File: src/rtl/ahb_pkg.sv
// Shared AHB encodings and the slave response FSM state type.
package ahb_pkg;

    localparam logic [1:0] HTRANS_IDLE   = 2'b00;
    localparam logic [1:0] HTRANS_BUSY   = 2'b01;
    localparam logic [1:0] HTRANS_NONSEQ = 2'b10;
    localparam logic [1:0] HTRANS_SEQ    = 2'b11;

    localparam logic [1:0] HRESP_OKAY  = 2'b00;
    localparam logic [1:0] HRESP_ERROR = 2'b01;
    localparam logic [1:0] HRESP_RETRY = 2'b10;
    localparam logic [1:0] HRESP_SPLIT = 2'b11;

    localparam logic [2:0] HSIZE_WORD = 3'b010;

    typedef enum logic [1:0] {
        ST_IDLE = 2'b00,
        ST_WAIT = 2'b01,
        ST_ERR1 = 2'b10,
        ST_ERR2 = 2'b11
    } slave_state_e;

endpackage

File: src/rtl/ham_check.sv
// Decode side of the write-path encoder: one parity bit per 16-bit half.
module ham_check (
    input  logic [33:0] code_i,
    output logic [31:0] data_o,
    output logic        parity_err_o
);

    assign data_o       = code_i[31:0];
    assign parity_err_o = (code_i[32] != ^code_i[15:0]) | (code_i[33] != ^code_i[31:16]);

endmodule

File: src/rtl/ahb_ecc_slave.sv
// Single-word AHB memory slave that rejects write data failing its check bits.
//
// state | meaning
// IDLE  | no data phase, or a zero-wait data phase completing this cycle
// WAIT  | inserting wait states; completes when the counter reaches zero
// ERR1  | first ERROR cycle (hreadyout low); presented in the failing completion cycle
// ERR2  | second ERROR cycle (hreadyout high); next address phase may be taken
module ahb_ecc_slave
    import ahb_pkg::*;
#(
    parameter int ADDR_W      = 6,
    parameter int WAIT_STATES = 0
) (
    input  logic        hclk,
    input  logic        hresetn,
    input  logic        hsel,
    input  logic [31:0] haddr,
    input  logic [1:0]  htrans,
    input  logic        hwrite,
    input  logic [2:0]  hsize,
    input  logic [2:0]  hburst,
    input  logic [33:0] hwdata,
    output logic        hreadyout,
    output logic [1:0]  hresp,
    output logic [31:0] hrdata,
    output logic [7:0]  err_cnt
);

    localparam int         DEPTH     = 2 ** ADDR_W;
    localparam logic [2:0] WAIT_LOAD = (WAIT_STATES > 0) ? 3'(WAIT_STATES - 1) : 3'd0;

    slave_state_e       state_q, state_d, phase;
    logic [2:0]         cnt_q, cnt_d;
    logic [ADDR_W-1:0]  addr_q;
    logic               write_q, size_ok_q, valid_q;
    logic [7:0]         err_cnt_q;
    logic [31:0]        mem_q [DEPTH];

    logic [31:0] wdata;
    logic        parity_err, completing, xfer_err, err_now, wr_en, addr_ph;
    logic        unused_bits;

    assign unused_bits = ^{hburst, haddr[31:ADDR_W+2], haddr[1:0]};

    ham_check u_ham_check (
        .code_i       (hwdata),
        .data_o       (wdata),
        .parity_err_o (parity_err)
    );

    always_comb begin
        completing = 1'b0;
        if (valid_q) begin
            if (state_q == ST_IDLE && WAIT_STATES == 0) completing = 1'b1;
            if (state_q == ST_WAIT && cnt_q == 3'd0)    completing = 1'b1;
        end
    end

    assign xfer_err = !size_ok_q || (write_q && parity_err);
    assign err_now  = completing && xfer_err;
    assign wr_en    = completing && !xfer_err && write_q;
    // A failing completion must already drive hreadyout low, so it is the ERR1 cycle.
    assign phase    = err_now ? ST_ERR1 : state_q;

    always_comb begin
        state_d   = state_q;
        cnt_d     = cnt_q;
        hreadyout = 1'b1;
        hresp     = HRESP_OKAY;
        case (phase)
            ST_IDLE: begin
                if (valid_q && WAIT_STATES > 0) begin
                    hreadyout = 1'b0;
                    state_d   = ST_WAIT;
                    cnt_d     = WAIT_LOAD;
                end
            end
            ST_WAIT: begin
                if (cnt_q == 3'd0) begin
                    state_d = ST_IDLE;
                end else begin
                    hreadyout = 1'b0;
                    cnt_d     = cnt_q - 3'd1;
                end
            end
            ST_ERR1: begin
                hreadyout = 1'b0;
                hresp     = HRESP_ERROR;
                state_d   = ST_ERR2;
            end
            ST_ERR2: begin
                hresp   = HRESP_ERROR;
                state_d = ST_IDLE;
            end
            default: state_d = ST_IDLE;
        endcase
    end

    assign addr_ph = hsel && hreadyout && (htrans == HTRANS_NONSEQ || htrans == HTRANS_SEQ);

    always_ff @(posedge hclk or negedge hresetn) begin
        if (!hresetn) begin
            state_q   <= ST_IDLE;
            cnt_q     <= 3'd0;
            addr_q    <= '0;
            write_q   <= 1'b0;
            size_ok_q <= 1'b0;
            valid_q   <= 1'b0;
            err_cnt_q <= 8'd0;
        end else begin
            state_q <= state_d;
            cnt_q   <= cnt_d;
            if (hreadyout) begin
                valid_q <= addr_ph;
                if (addr_ph) begin
                    addr_q    <= haddr[ADDR_W+1:2];
                    write_q   <= hwrite;
                    size_ok_q <= (hsize == HSIZE_WORD);
                end
            end else if (err_now) begin
                valid_q <= 1'b0;
            end
            if (err_now && err_cnt_q != 8'hFF) err_cnt_q <= err_cnt_q + 8'd1;
        end
    end

    // Contents survive reset; wr_en is forced low while reset holds the FSM.
    always_ff @(posedge hclk) begin
        if (wr_en) mem_q[addr_q] <= wdata;
    end

    assign hrdata  = (valid_q && !write_q && size_ok_q) ? mem_q[addr_q] : 32'd0;
    assign err_cnt = err_cnt_q;

endmodule

File: config.mk
export PLATFORM = sky130hd
export DESIGN_NAME = ahb_ecc_slave
export DESIGN_NICKNAME = d
export VERILOG_FILES = /design/src/rtl/ahb_pkg.sv /design/src/rtl/ham_check.sv /design/src/rtl/ahb_ecc_slave.sv
export SDC_FILE = /design/constraint.sdc
export NUM_CORES = 2
export LEC_CHECK = 0
export ABC_CLOCK_PERIOD_IN_PS = 3150
export CAP_MARGIN = 20
export CELL_PAD_IN_SITES_DETAIL_PLACEMENT = 2
export CELL_PAD_IN_SITES_GLOBAL_PLACEMENT = 2
export CORE_MARGIN = 1.5
export CORE_UTILIZATION = 43
export DETAILED_ROUTE_END_ITERATION = 12
export PLACE_DENSITY_LB_ADDON = 0.1
export SETUP_SLACK_MARGIN = 0.3
export SLEW_MARGIN = 5
export SYNTH_ARGS = -nofsm -noshare
export SYNTH_HDL_FRONTEND = slang
export SYNTH_HIERARCHICAL = 1
export SYNTH_SLANG_ARGS = --single-unit
File: constraint.sdc
create_clock -name hclk -period 3.15 [get_ports hclk]
set_clock_uncertainty 0.1 [all_clocks]
set_input_delay 0.4725 -clock hclk [delete_from_list [all_inputs] [get_ports hclk]]
set_output_delay 0.4725 -clock hclk [all_outputs]
set_load 0.01 [all_outputs]
==> impl_metrics.csv <==
group,metric,value,unit
worst_setup_path,crit_end,"hrdata[21]",
timing,fmax,222.2,MHz
worst_setup_path,critPathBufInv,7,
worst_setup_path,reg2reg_from,"addr_q[2]",
final_layout,nets,5366,
placed_design,dpl.cell_count,7358,
clock_tree,clock-sinks,2066,
synth,yosys.area.top_type,"edfxtp_1",
clock_tree,cts-buffers-inserted,216,
worst_setup_path,path_class,"reg2out",
clock_tree,htree_num_levels,4,
worst_setup_path,start_kind,"register",
synth,synth_top_area_frac,0.7752,
placed_design,place_area,89680,um2
worst_setup_path,cp.depth,13,
timing,slew_headroom,0.2243,
clock_tree,tritoncts,"yes",
floorplanning,fp-row-count,157,
synth,yosysSeqAreaShare,0.7808,
synth,synth_area_leaders,"edfxtp_1, a221oi_1, a22oi_1",
worst_setup_path,crit_path_top_delay_cell,"dfrtp_4",
clock_tree,cts_buffer_depth,3,
final_layout,layout-drive-gt1-share,0.3382,
global_route,grt_pass1_wl,452500,um
global_route,grt_antenna_before_repair,11,
clock_tree,clock_latency,910,ps
global_route,grt_max_degree,65,
outcome,run_status,"finished with violations",
job,drv_cap,0,
detailed_routing,drc,0,
timing,rsz0062_at_grt,"true",
worst_setup_path,r2r-end,"mem_q[37][30]",
timing,hold_slack,93.06,ps
synth,ys_warn_count,6,
final_layout,n_fill_cell,15320,
worst_setup_path,path_cells,"buf_12 > clkbuf_16 > buf_6 > buf_16 > buf_4 > mux2i_1 > nor2_1 > a21oi_1 > o211ai_1 > a21oi_2 > a31oi_1 > buf_4 > buf_6",
pwr,p_per_area,727.2,nW/um2
worst_setup_path,crit_arrival,3930,ps
worst_setup_path,worst-r2r-setup-slack,200,ps
floorplanning,die_h,432.5,um
global_route,grt_overflow,0,
detailed_routing,drt-total-wl,355600,um
floorplanning,die-area,187100,um2
floorplanning,core,183300,um2
worst_setup_path,cp.required,2580,ps
synth,syn_inst,4487,
detailed_routing,wl_per_cell,44.83,um
final_layout,area_growth,29.61,%
synth,ys_ff_latch,2066,
synth,synthFlopType,"edfxtp_1",
global_route,grtUsageTotal,0.3479,
synth,synth_area_per_cell,17.68,um2
synth,synthArstFlopShare,0.008712,
placed_design,gp_congestion,0.8577,
detailed_routing,dr.first_iter.drc_count,7551,
worst_setup_path,max_stage_delay,580,ps
timing,setup_viol,32,
timing,fin_ws,-1351,ps
global_route,grt_pass1_vias,54410,
timing,drv_slew,0,
floorplanning,die_x,432.5,um
placed_design,dp_slack,-1159,ps
timing,finalHoldViolations,0,
detailed_routing,dr.pass1.iters,6,
hold_path,hold_class,"in2reg",
timing,worst_pin_slew,1164,ps
detailed_routing,ant_nets,0,
synth,synth_area,79340,um2
synth,synth_edf_count,2048,
pwr,leakage,33.50,nW
worst_setup_path,startpoint,"addr_q[2]",
synth,ys_types,68,
placed_design,dp_hpwl,185100,um
final_layout,stdcell_count,7933,
timing,period_share,1.429,
pwr,ir_drop,0.0007525,V
clock_tree,cts-root-buf,"clkbuf_16",
final_layout,fin_util,0.5611,
outcome,violations,"setup timing",
detailed_routing,vias_per_cell,6.736,
timing,fin_crit,4501,ps
detailed_routing,dr_total_vias,53440,
floorplanning,io_pins,121,
final_layout,stdcell_area,102800,um2
worst_setup_path,path_delay_family,"buffers and inverters",
worst_setup_path,worst-path-max-fanout,13,
pwr,power,74.78,mW
placed_design,port_buffers,89,
floorplanning,initial_core_util,0.4329,
worst_setup_path,worstSetupEndpointType,"output port",
clock_tree,clk_pin_slew,70,ps
worst_setup_path,r2r_cells,12,
timing,finalSetupTns,-37400,ps
synth,syn-num-nets,4566,
## area by class of cell
class	instances	area (um2)	area share
Timing Repair Buffer	952	11700	0.1138
Tap cell	2464	3083	0.02998
Clock buffer	284	5892	0.05730
Antenna cell	5	12.51	0.0001217
Sequential cell	2066	61960	0.6025
Inverter	5	57.56	0.0005597
Clock inverter	111	1135	0.01104
Multi-Input combinational cell	2046	18990	0.1847
## report_power, final
group	leakage [nW]	total (mW)	switching (mW)	internal [mW]
logic	11.5	17.1	10.5	6.65
clock network	3.42	27.3	12.3	15.0
registers	18.6	30.4	0.113	30.3
## worst min-delay path by stage
stage               cells past startpoint        from  slack [ps]          to
detailed placement                      1  err_cnt[4]         400  err_cnt[4]
CTS                                     3    hsize[1]          50   size_ok_q
global placement                        1  err_cnt[4]         380  err_cnt[4]
global route                            2      hwrite         120     write_q
finish                                  3    hsize[1]          90   size_ok_q
floorplan                               0     hresetn          80   addr_q[0]
## cell usage after synthesis (all sizes together), types with 16 or more instances
cell	number
a211oi	30
a21oi	173
a221o	30
a221oi	364
a22o	43
a22oi	285
a31oi	49
and2	19
and4	17
buf	275
clkbuf	96
dfrtp	18
edfxtp	2048
mux2	56
mux2i	210
mux4	37
nand2	57
nor2	227
nor3	32
o211ai	16
o21ai	157
o22ai	79
o2bb2ai	16
xnor2	29
## cell families (layout without fill, tap and decap cells)
group,Yosys count,after routing,share of synthesized area
other,1,6,0.00004727
AND/OR/NAND/NOR,406,407,0.02355
AO/OA/AOI/OAI,1297,1297,0.1196
adder cells (fa/ha/maj),1,1,0.0001577
XOR/XNOR,37,37,0.004431
multiplexers,303,303,0.04495
buffers and inverters,376,1352,0.02642
flip-flops,2066,2066,0.7808
## layout by cell type, fill, tap and decap left out, types with 18 or more instances in the layout
cell type	n
a22oi_2	28
mux2_2	48
o21ai_1	48
buf_6	78
o22ai_2	18
mux2i_1	198
nor2_1	133
nor2_4	70
clkbuf_16	239
a21oi_2	37
a21oi_1	133
a22oi_1	257
bufinv_16	23
a31oi_4	28
mux4_2	37
o21ai_2	42
nor3_1	18
a221o_1	30
buf_4	486
clkinv_2	30
clkinv_1	47
o21ai_0	65
buf_12	239
edfxtp_1	2048
nand2_1	51
clkdlybuf4s50_1	21
xnor2_1	22
buf_16	30
o22ai_1	60
buf_2	46
a221oi_2	117
a22o_1	41
a221oi_1	219
clkbuf_1	55
nor2_2	24
a221oi_4	28
## per-layer routing
metal | share of wire | wire length [um] | up-vias | global-route usage
li1 | - | - | 20310 | -
met5 | 0.00024 | 85 | - | 0
met1 | 0.36 | 129400 | 28640 | 0.4418
met2 | 0.49 | 173000 | 3528 | 0.5820
met3 | 0.083 | 29440 | 946 | 0.04991
met4 | 0.067 | 23690 | 12 | 0.1788
## what timing repair did
action                     4_1_cts  5_1_grt
buffers inserted                77       49
pin swaps                      155       98
setup endpoints to repair      290      205
cloned                          27       14
hold buffers                     8        0
resized for setup              717      248
hold endpoints to repair        58        0
## flip-flops by register name, summed over array words and instances, names as in the netlist
| name | count |
|---|---|
| addr_q | 6 |
| valid_q | 1 |
| err_cnt | 8 |
| mem_q | 2048 |
| size_ok_q | 1 |
| write_q | 1 |
| state_q | 1 |
## worst min-delay path, cell delays in order
cell	delay, ps
clkdlybuf4s50_1	400
nand3_1	70
o21ai_0	90
No activity file was read; power rests on OpenSTA's default activity.
